`src/rtl/red_pitaya_fads_pkg.sv`:
```
// rtl/red_pitaya_fads_pkg.sv - shared FSM encoding and register map for the FADS sorter
// Purpose: state codes (also exposed through STATUS) and sys-bus register offsets
//          decoded on sys_addr[19:0].
package red_pitaya_fads_pkg;

    typedef enum logic [2:0] {
        ST_IDLE  = 3'd0,
        ST_QUAL  = 3'd1,
        ST_DELAY = 3'd2,
        ST_PULSE = 3'd3,
        ST_DEAD  = 3'd4
    } fads_state_t;

    localparam logic [19:0] REG_CTRL     = 20'h00;
    localparam logic [19:0] REG_DELAY    = 20'h04;
    localparam logic [19:0] REG_WIDTH    = 20'h08;
    localparam logic [19:0] REG_DEAD     = 20'h0C;
    localparam logic [19:0] REG_TRIG_CNT = 20'h10;
    localparam logic [19:0] REG_SORT_CNT = 20'h14;
    localparam logic [19:0] REG_DROP_CNT = 20'h18;
    localparam logic [19:0] REG_STATUS   = 20'h1C;
    localparam logic [19:0] REG_MINW     = 20'h20;

    localparam int CTRL_ENABLE_BIT = 0;
    localparam int CTRL_CLEAR_BIT  = 1;

endpackage

```
`src/rtl/red_pitaya_fads_satcnt.sv`:
```
// rtl/red_pitaya_fads_satcnt.sv - saturating event counter with synchronous clear
// Purpose: counts inc pulses, sticks at all-ones; clr wins over inc in the same cycle.
// Ports:   clk, rst (async, active-high), clr, inc, cnt[CW-1:0].
module red_pitaya_fads_satcnt #(
    parameter int CW = 32
) (
    input  logic          clk,
    input  logic          rst,
    input  logic          clr,
    input  logic          inc,
    output logic [CW-1:0] cnt
);

    localparam logic [CW-1:0] ONE = CW'(1);

    always_ff @(posedge clk or posedge rst) begin
        if (rst) begin
            cnt <= '0;
        end else if (clr) begin
            cnt <= '0;
        end else if (inc && (cnt != '1)) begin
            cnt <= cnt + ONE;
        end
    end

endmodule

```
`src/rtl/red_pitaya_fads_sorter.sv`:
```
// rtl/red_pitaya_fads_sorter.sv - FADS droplet sorter: trigger edge -> delayed ASG pulse
// Purpose: on a rising sort_trig_i edge (while enabled) wait DELAY cycles, drive
//          asg_trig_o for max(WIDTH,1) cycles, then hold off for DEAD cycles.
//          Edges arriving while busy are counted as drops and discarded.
// Ports:   adc_clk_i / adc_rst_i (async, active-high), sort_trig_i, asg_trig_o, busy_o,
//          sys_* system-bus register responder (ack one cycle after wen/ren).
// Option:  FADS_SORTER_QUAL_EN adds MINW (0x20) and a QUAL state requiring the trigger
//          to stay high MINW cycles before the delay starts.
module red_pitaya_fads_sorter
    import red_pitaya_fads_pkg::*;
#(
    parameter int CW = 32
) (
    input  logic        adc_clk_i,
    input  logic        adc_rst_i,
    input  logic        sort_trig_i,
    output logic        asg_trig_o,
    output logic        busy_o,
    input  logic [31:0] sys_addr,
    input  logic [31:0] sys_wdata,
    input  logic [3:0]  sys_sel,
    input  logic        sys_wen,
    input  logic        sys_ren,
    output logic [31:0] sys_rdata,
    output logic        sys_err,
    output logic        sys_ack
);

    localparam logic [CW-1:0] ONE = CW'(1);

    function automatic logic [CW-1:0] at_least_one(input logic [CW-1:0] v);
        return (v == '0) ? ONE : v;
    endfunction

    // configuration registers
    logic          enable;
    logic [CW-1:0] delay_r;
    logic [CW-1:0] width_r;
    logic [CW-1:0] dead_r;

    // working copies latched when an operation starts
    logic [CW-1:0] w_delay;
    logic [CW-1:0] w_width;
    logic [CW-1:0] w_dead;
    logic [CW-1:0] cnt;

`ifdef FADS_SORTER_QUAL_EN
    logic [CW-1:0] minw_r;
    logic [CW-1:0] w_minw;
`endif

    fads_state_t   state;
    logic          trig_q;
    logic          trig_edge;
    logic          clr;
    logic          trig_inc;
    logic          drop_inc;
    logic          sort_inc;
    logic          qual_path;
    logic          qual_done;
    logic [CW-1:0] trig_cnt;
    logic [CW-1:0] sort_cnt;
    logic [CW-1:0] drop_cnt;
    logic [31:0]   rd_mux;
    logic          unused_bits;

    assign unused_bits = ^{sys_sel, sys_addr[31:20]};

    assign trig_edge = sort_trig_i & ~trig_q;
    assign clr       = sys_wen & (sys_addr[19:0] == REG_CTRL) & sys_wdata[CTRL_CLEAR_BIT];
    assign trig_inc  = trig_edge & enable;
    assign drop_inc  = trig_inc & (state != ST_IDLE);
    assign busy_o    = (state != ST_IDLE);
    assign sys_err   = 1'b0;

`ifdef FADS_SORTER_QUAL_EN
    // MINW of 0 or 1 needs no qualification: E0 itself is the first high cycle
    assign qual_path = (minw_r > ONE);
    // cnt holds the number of high cycles seen so far, including E0
    assign qual_done = ((cnt + ONE) >= w_minw);
`else
    assign qual_path = 1'b0;
    assign qual_done = 1'b0;
`endif

    // PULSE entry, mirrored from the FSM transitions below
    always_comb begin
        sort_inc = 1'b0;
        if (enable) begin
            case (state)
                ST_IDLE:  sort_inc = trig_edge & ~qual_path & (delay_r == '0);
                ST_QUAL:  sort_inc = sort_trig_i & qual_done & (w_delay == '0);
                ST_DELAY: sort_inc = (cnt == ONE);
                default:  sort_inc = 1'b0;
            endcase
        end
    end

    // asg_trig_o follows the PULSE state one cycle late, which gives the
    // DELAY+1 offset from E0 and lets DELAY=0 go straight to PULSE at E0.
    always_ff @(posedge adc_clk_i or posedge adc_rst_i) begin
        if (adc_rst_i) begin
            state      <= ST_IDLE;
            cnt        <= '0;
            w_delay    <= '0;
            w_width    <= '0;
            w_dead     <= '0;
`ifdef FADS_SORTER_QUAL_EN
            w_minw     <= '0;
`endif
            asg_trig_o <= 1'b0;
        end else if (!enable) begin
            state      <= ST_IDLE;
            asg_trig_o <= 1'b0;
        end else begin
            asg_trig_o <= (state == ST_PULSE);
            case (state)
                ST_IDLE: begin
                    if (trig_edge) begin
                        w_delay <= delay_r;
                        w_width <= width_r;
                        w_dead  <= dead_r;
`ifdef FADS_SORTER_QUAL_EN
                        w_minw  <= minw_r;
`endif
                        if (qual_path) begin
                            state <= ST_QUAL;
                            cnt   <= ONE;
                        end else if (delay_r == '0) begin
                            state <= ST_PULSE;
                            cnt   <= at_least_one(width_r);
                        end else begin
                            state <= ST_DELAY;
                            cnt   <= delay_r;
                        end
                    end
                end
                ST_QUAL: begin
                    if (!sort_trig_i) begin
                        state <= ST_IDLE;
                    end else if (qual_done) begin
                        if (w_delay == '0) begin
                            state <= ST_PULSE;
                            cnt   <= at_least_one(w_width);
                        end else begin
                            state <= ST_DELAY;
                            cnt   <= w_delay;
                        end
                    end else begin
                        cnt <= cnt + ONE;
                    end
                end
                ST_DELAY: begin
                    if (cnt == ONE) begin
                        state <= ST_PULSE;
                        cnt   <= at_least_one(w_width);
                    end else begin
                        cnt <= cnt - ONE;
                    end
                end
                ST_PULSE: begin
                    if (cnt == ONE) begin
                        if (w_dead == '0) begin
                            state <= ST_IDLE;
                        end else begin
                            state <= ST_DEAD;
                            cnt   <= w_dead;
                        end
                    end else begin
                        cnt <= cnt - ONE;
                    end
                end
                ST_DEAD: begin
                    if (cnt == ONE) begin
                        state <= ST_IDLE;
                    end else begin
                        cnt <= cnt - ONE;
                    end
                end
                default: state <= ST_IDLE;
            endcase
        end
    end

    always_comb begin
        rd_mux = 32'd0;
        case (sys_addr[19:0])
            REG_CTRL:     rd_mux = {31'd0, enable};
            REG_DELAY:    rd_mux = 32'(delay_r);
            REG_WIDTH:    rd_mux = 32'(width_r);
            REG_DEAD:     rd_mux = 32'(dead_r);
            REG_TRIG_CNT: rd_mux = 32'(trig_cnt);
            REG_SORT_CNT: rd_mux = 32'(sort_cnt);
            REG_DROP_CNT: rd_mux = 32'(drop_cnt);
            REG_STATUS:   rd_mux = {29'd0, state};
`ifdef FADS_SORTER_QUAL_EN
            REG_MINW:     rd_mux = 32'(minw_r);
`endif
            default:      rd_mux = 32'd0;
        endcase
    end

    always_ff @(posedge adc_clk_i or posedge adc_rst_i) begin
        if (adc_rst_i) begin
            enable    <= 1'b0;
            delay_r   <= '0;
            width_r   <= '0;
            dead_r    <= '0;
`ifdef FADS_SORTER_QUAL_EN
            minw_r    <= '0;
`endif
            trig_q    <= 1'b0;
            sys_ack   <= 1'b0;
            sys_rdata <= 32'd0;
        end else begin
            trig_q    <= sort_trig_i;
            sys_ack   <= sys_wen | sys_ren;
            sys_rdata <= sys_ren ? rd_mux : 32'd0;
            if (sys_wen) begin
                case (sys_addr[19:0])
                    REG_CTRL:  enable  <= sys_wdata[CTRL_ENABLE_BIT];
                    REG_DELAY: delay_r <= CW'(sys_wdata);
                    REG_WIDTH: width_r <= CW'(sys_wdata);
                    REG_DEAD:  dead_r  <= CW'(sys_wdata);
`ifdef FADS_SORTER_QUAL_EN
                    REG_MINW:  minw_r  <= CW'(sys_wdata);
`endif
                    default: ;
                endcase
            end
        end
    end

    red_pitaya_fads_satcnt #(.CW(CW)) u_trig_cnt (
        .clk (adc_clk_i),
        .rst (adc_rst_i),
        .clr (clr),
        .inc (trig_inc),
        .cnt (trig_cnt)
    );

    red_pitaya_fads_satcnt #(.CW(CW)) u_sort_cnt (
        .clk (adc_clk_i),
        .rst (adc_rst_i),
        .clr (clr),
        .inc (sort_inc),
        .cnt (sort_cnt)
    );

    red_pitaya_fads_satcnt #(.CW(CW)) u_drop_cnt (
        .clk (adc_clk_i),
        .rst (adc_rst_i),
        .clr (clr),
        .inc (drop_inc),
        .cnt (drop_cnt)
    );

endmodule
```
`config.mk`:
```
export PLATFORM = sky130hd
export DESIGN_NAME = red_pitaya_fads_sorter
export DESIGN_NICKNAME = d
export VERILOG_FILES = /design/src/rtl/red_pitaya_fads_pkg.sv /design/src/rtl/red_pitaya_fads_satcnt.sv /design/src/rtl/red_pitaya_fads_sorter.sv
export SDC_FILE = /design/constraint.sdc
export NUM_CORES = 1
export LEC_CHECK = 0
export ABC_AREA = 1
export CAP_MARGIN = 40
export CORE_MARGIN = 2
export CORE_UTILIZATION = 55
export DETAILED_ROUTE_END_ITERATION = 8
export PLACE_DENSITY = 0.77
export SLEW_MARGIN = 20
export SYNTH_ARGS = -nofsm -noshare
export SYNTH_HDL_FRONTEND = slang
export SYNTH_SLANG_ARGS = --single-unit
```
`constraint.sdc`:
```
create_clock -name adc_clk_i -period 9.5 [get_ports adc_clk_i]
set_input_delay 0.95 -clock adc_clk_i [delete_from_list [all_inputs] [get_ports adc_clk_i]]
set_output_delay 0.95 -clock adc_clk_i [all_outputs]
set_load 0.005 [all_outputs]
```
==> summary.md <==
| Metric | Value |
|---|---|
| Final hold violation count | `0` |
| Row cnt | `71` |
| Total wire length | `72.5 mm` |
| Detail Route Antenna Nets | `0` |
| Fillers | `3465` |
| # DRC | `0` |
| Top cells by area, synth | `dfrtp_1, nand2_1, nor2_1` |
| DIE AREA | `39200 um2` |
| Ys Warns | `0` |
| DIE WIDTH | `198 um` |
| Placed cell areas | `21700 um2` |
| Hold WC Path Type | `reg -> reg` |
| Initial antenna violation count | `0` |
| Fin Setup TNS | `0 ps` |
| R2r setup slk | `6210 ps` |
| Placed Cells | `3470` |
| Setup violators final | `0` |
| Largest net degree at the start of global routing | `174` |
| Synth cell types | `49` |
| P_leak | `10.5 nW` |
| Crit path DAT | `4620 ps` |
| CTS buffer count | `37` |
| # hold bufs at CTS | `0` |
| Total power | `0.00345 W` |
| Chip height | `198 um` |
| Critical Path RT | `9920 ps` |
| Tmin final | `4200 ps` |
| Root Buffer | `clkbuf_16` |
| Slew Viols, Final | `0` |
| Crit path launch type | `input pin` |
| Core area | `37300 um2` |
| Synth top area share | `39.6%` |
| Syn_area_per_cell | `6.81 um2` |
| RSZ-0062 raised after global routing | `no` |
| Vias in the first global route | `19544` |
| H-tree levels | `2` |
| Number of flops mapped to enable cells by yosys | `0` |
| P per Cell Area | `150 nW/um2` |
| Worst slack, placed | `4830 ps` |
| Post-synth top flop | `dfrtp_1` |
| HPWL after DPL | `54.4 mm` |
| FFs w/ async S/R, synth | `100%` |
| Initial Util | `55.4%` |
| Slew margin rel. | `34.6%` |
| Post-route clock period utilization | `44.2%` |
| Clock latency on the worst-skew pair | `560 ps` |
| F_max | `0.238 GHz` |
| Status | `complete, no violations` |
| Final #Nets | `3114` |
| VDD IR-drop max | `131 uV` |
| Critical Path End Type | `register` |
| Clock Sinks | `327` |
| Post-cts resize count | `0` |
| ANT cells | `0` |
| GRT Resource Usage Total | `37.7%` |
| Syn nets | `3115` |
| Layout Skew | `19.2 ps` |
| Port Buf Inserts | `91` |
| Design Area, Final | `22900 um2` |
| Share of cells above drive strength 1 | `4.80%` |
| Critical Setup Path Class | `in -> reg` |
| Layout Area Growth over Synthesis | `10.8%` |
| Cell area after synthesis | `20700 um2` |
| Wire length per cell | `20.5 um` |
| CP Max Fanout | `80` |
| Post-synthesis sequential area ratio | `39.6%` |
| Non-Filler Instances | `3534` |
| Post-CTS Setup Bufs | `0` |
| Setup WS post-layout | `5300 ps` |
| Via count | `21077` |
| CTS tree | `yes` |
| Pre-antenna DRT Iters | `7` |
| Vias per cell | `5.96` |
| I/O pin count | `109` |
| Post-synth top area cell | `dfrtp_1` |
| Cells after synthesis | `3036` |
| Synth Register Bits | `327` |
| First-pass GRT wire length | `113 mm` |
| Clock-pin slew on the worst setup and hold paths | `60 ps` |
| GRT Residual Overflow | `0` |
| Clock Path Buffers | `3` |
| Initial DRC Count | `2492` |
| Final weighted congestion in routability-driven placement | `1.09` |
| Worst-Margin Slew | `981 ps` |
| Max Cap Violations | `0` |
-- flip-flops by register name, indices dropped and copies added, names as in the netlist --
register and flops:
cnt 32, dead_r 32, delay_r 32, sys_rdata 32, u_drop_cnt.cnt 32, u_sort_cnt.cnt 32
u_trig_cnt.cnt 32, w_dead 32, w_width 32, width_r 32, state 3, asg_trig_o 1
enable 1, sys_ack 1, trig_q 1
-- worst max-delay path, stage by stage --
cell	delay (ps)
clkdlybuf4s50_1	410
nor2_1	110
nand2_1	90
nor2_4	100
buf_4	620
nand3_1	260
nor2_2	230
nand2_2	310
buf_4	470
nand2_2	570
inv_2	250
nand2_1	110
o31ai_1	70
-- layout by cell type (no fill, tap or decap), drive strengths merged, types with 8 or more instances in the layout --
cell,count
nand2,849
nor2,431
dfrtp,327
inv,322
o21ai,232
nand4,216
nand3,200
clkdlybuf4s50,91
nor3,82
a21oi,56
clkbuf,56
xor2,47
o22ai,41
buf,23
nor3b,14
xnor2,12
o211ai,9
mux2,8
-- per-layer routing --
metal	vias up	GRT usage (%)	wire length [um]	part of all wire (%)
li1	9933	-	-	-
met1	9872	50.7	29300	40
met2	1057	58.6	32600	45
met3	215	4.70	5680	7.8
met4	0	22.8	4850	6.7
met5	-	0	0	0
-- area by class of cell --
type,instances,area (um2),share of cell area (%)
clock buffer,56,1110,4.84
clock inverter,8,104,0.453
inverter,322,1210,5.29
multi-input combinational,2233,10500,46.0
sequential,327,8180,35.7
tap,474,593,2.59
timing repair buffer,114,1170,5.09
-- synthesized netlist by cell type (all sizes together), types with 41 or more instances --
cell type / count
nor3: 82
buf: 100
a21oi: 56
nand4: 216
o22ai: 41
dfrtp: 327
nand2: 849
inv: 321
nor2: 431
nand3: 200
clkbuf: 54
o21ai: 232
xor2: 47
-- cells by family (layout without fill, tap and decap cells) --
logic type	Yosys count	after routing	synth area share (%)
AO/OA/AOI/OAI	355	355	9.23
XOR/XNOR	59	59	2.50
adder cells (fa/ha/maj)	6	6	0.363
buffers and inverters	476	500	9.55
flip-flops	327	327	39.6
multiplexers	8	8	0.436
other	1	1	0.0181
AND/OR/NAND/NOR	1804	1804	38.3
-- through the flow --
stage | hold WS (ps) | util (%)
floorplan | 453 | -
global placement | 465 | 57.9
detailed placement | 473 | 58.2
CTS | 487 | 61.4
global route | 511 | 61.4
finish | 486 | 61.4
-- power breakdown --
group          switching (W)  internal [W]  total (W)
Sequential          0.000108       0.00145    0.00156
Combinational       0.000304      0.000126   0.000430
Clock               0.000594      0.000860    0.00145
Total                0.00101       0.00244    0.00345
-- path summary, 6_finish.rpt --
check | start | end | cells after the start
setup / recovery | sys_addr[13] | u_trig_cnt.cnt[13]$_DFFE_PP0P_ | 13
hold / removal | dead_r[0]$_DFFE_PP0P_ | dead_r[0]$_DFFE_PP0P_ | 2
setup reg to reg | delay_r[6]$_DFFE_PP0P_ | u_sort_cnt.cnt[26]$_DFFE_PP0P_ | 12
hold reg to reg | dead_r[0]$_DFFE_PP0P_ | dead_r[0]$_DFFE_PP0P_ | 2
max in group asynchronous | adc_rst_i | dead_r[21]$_DFFE_PP0P_ | 4
min in group asynchronous | adc_rst_i | u_sort_cnt.cnt[10]$_DFFE_PP0P_ | 3
Power figures use the tool's default switching activity.
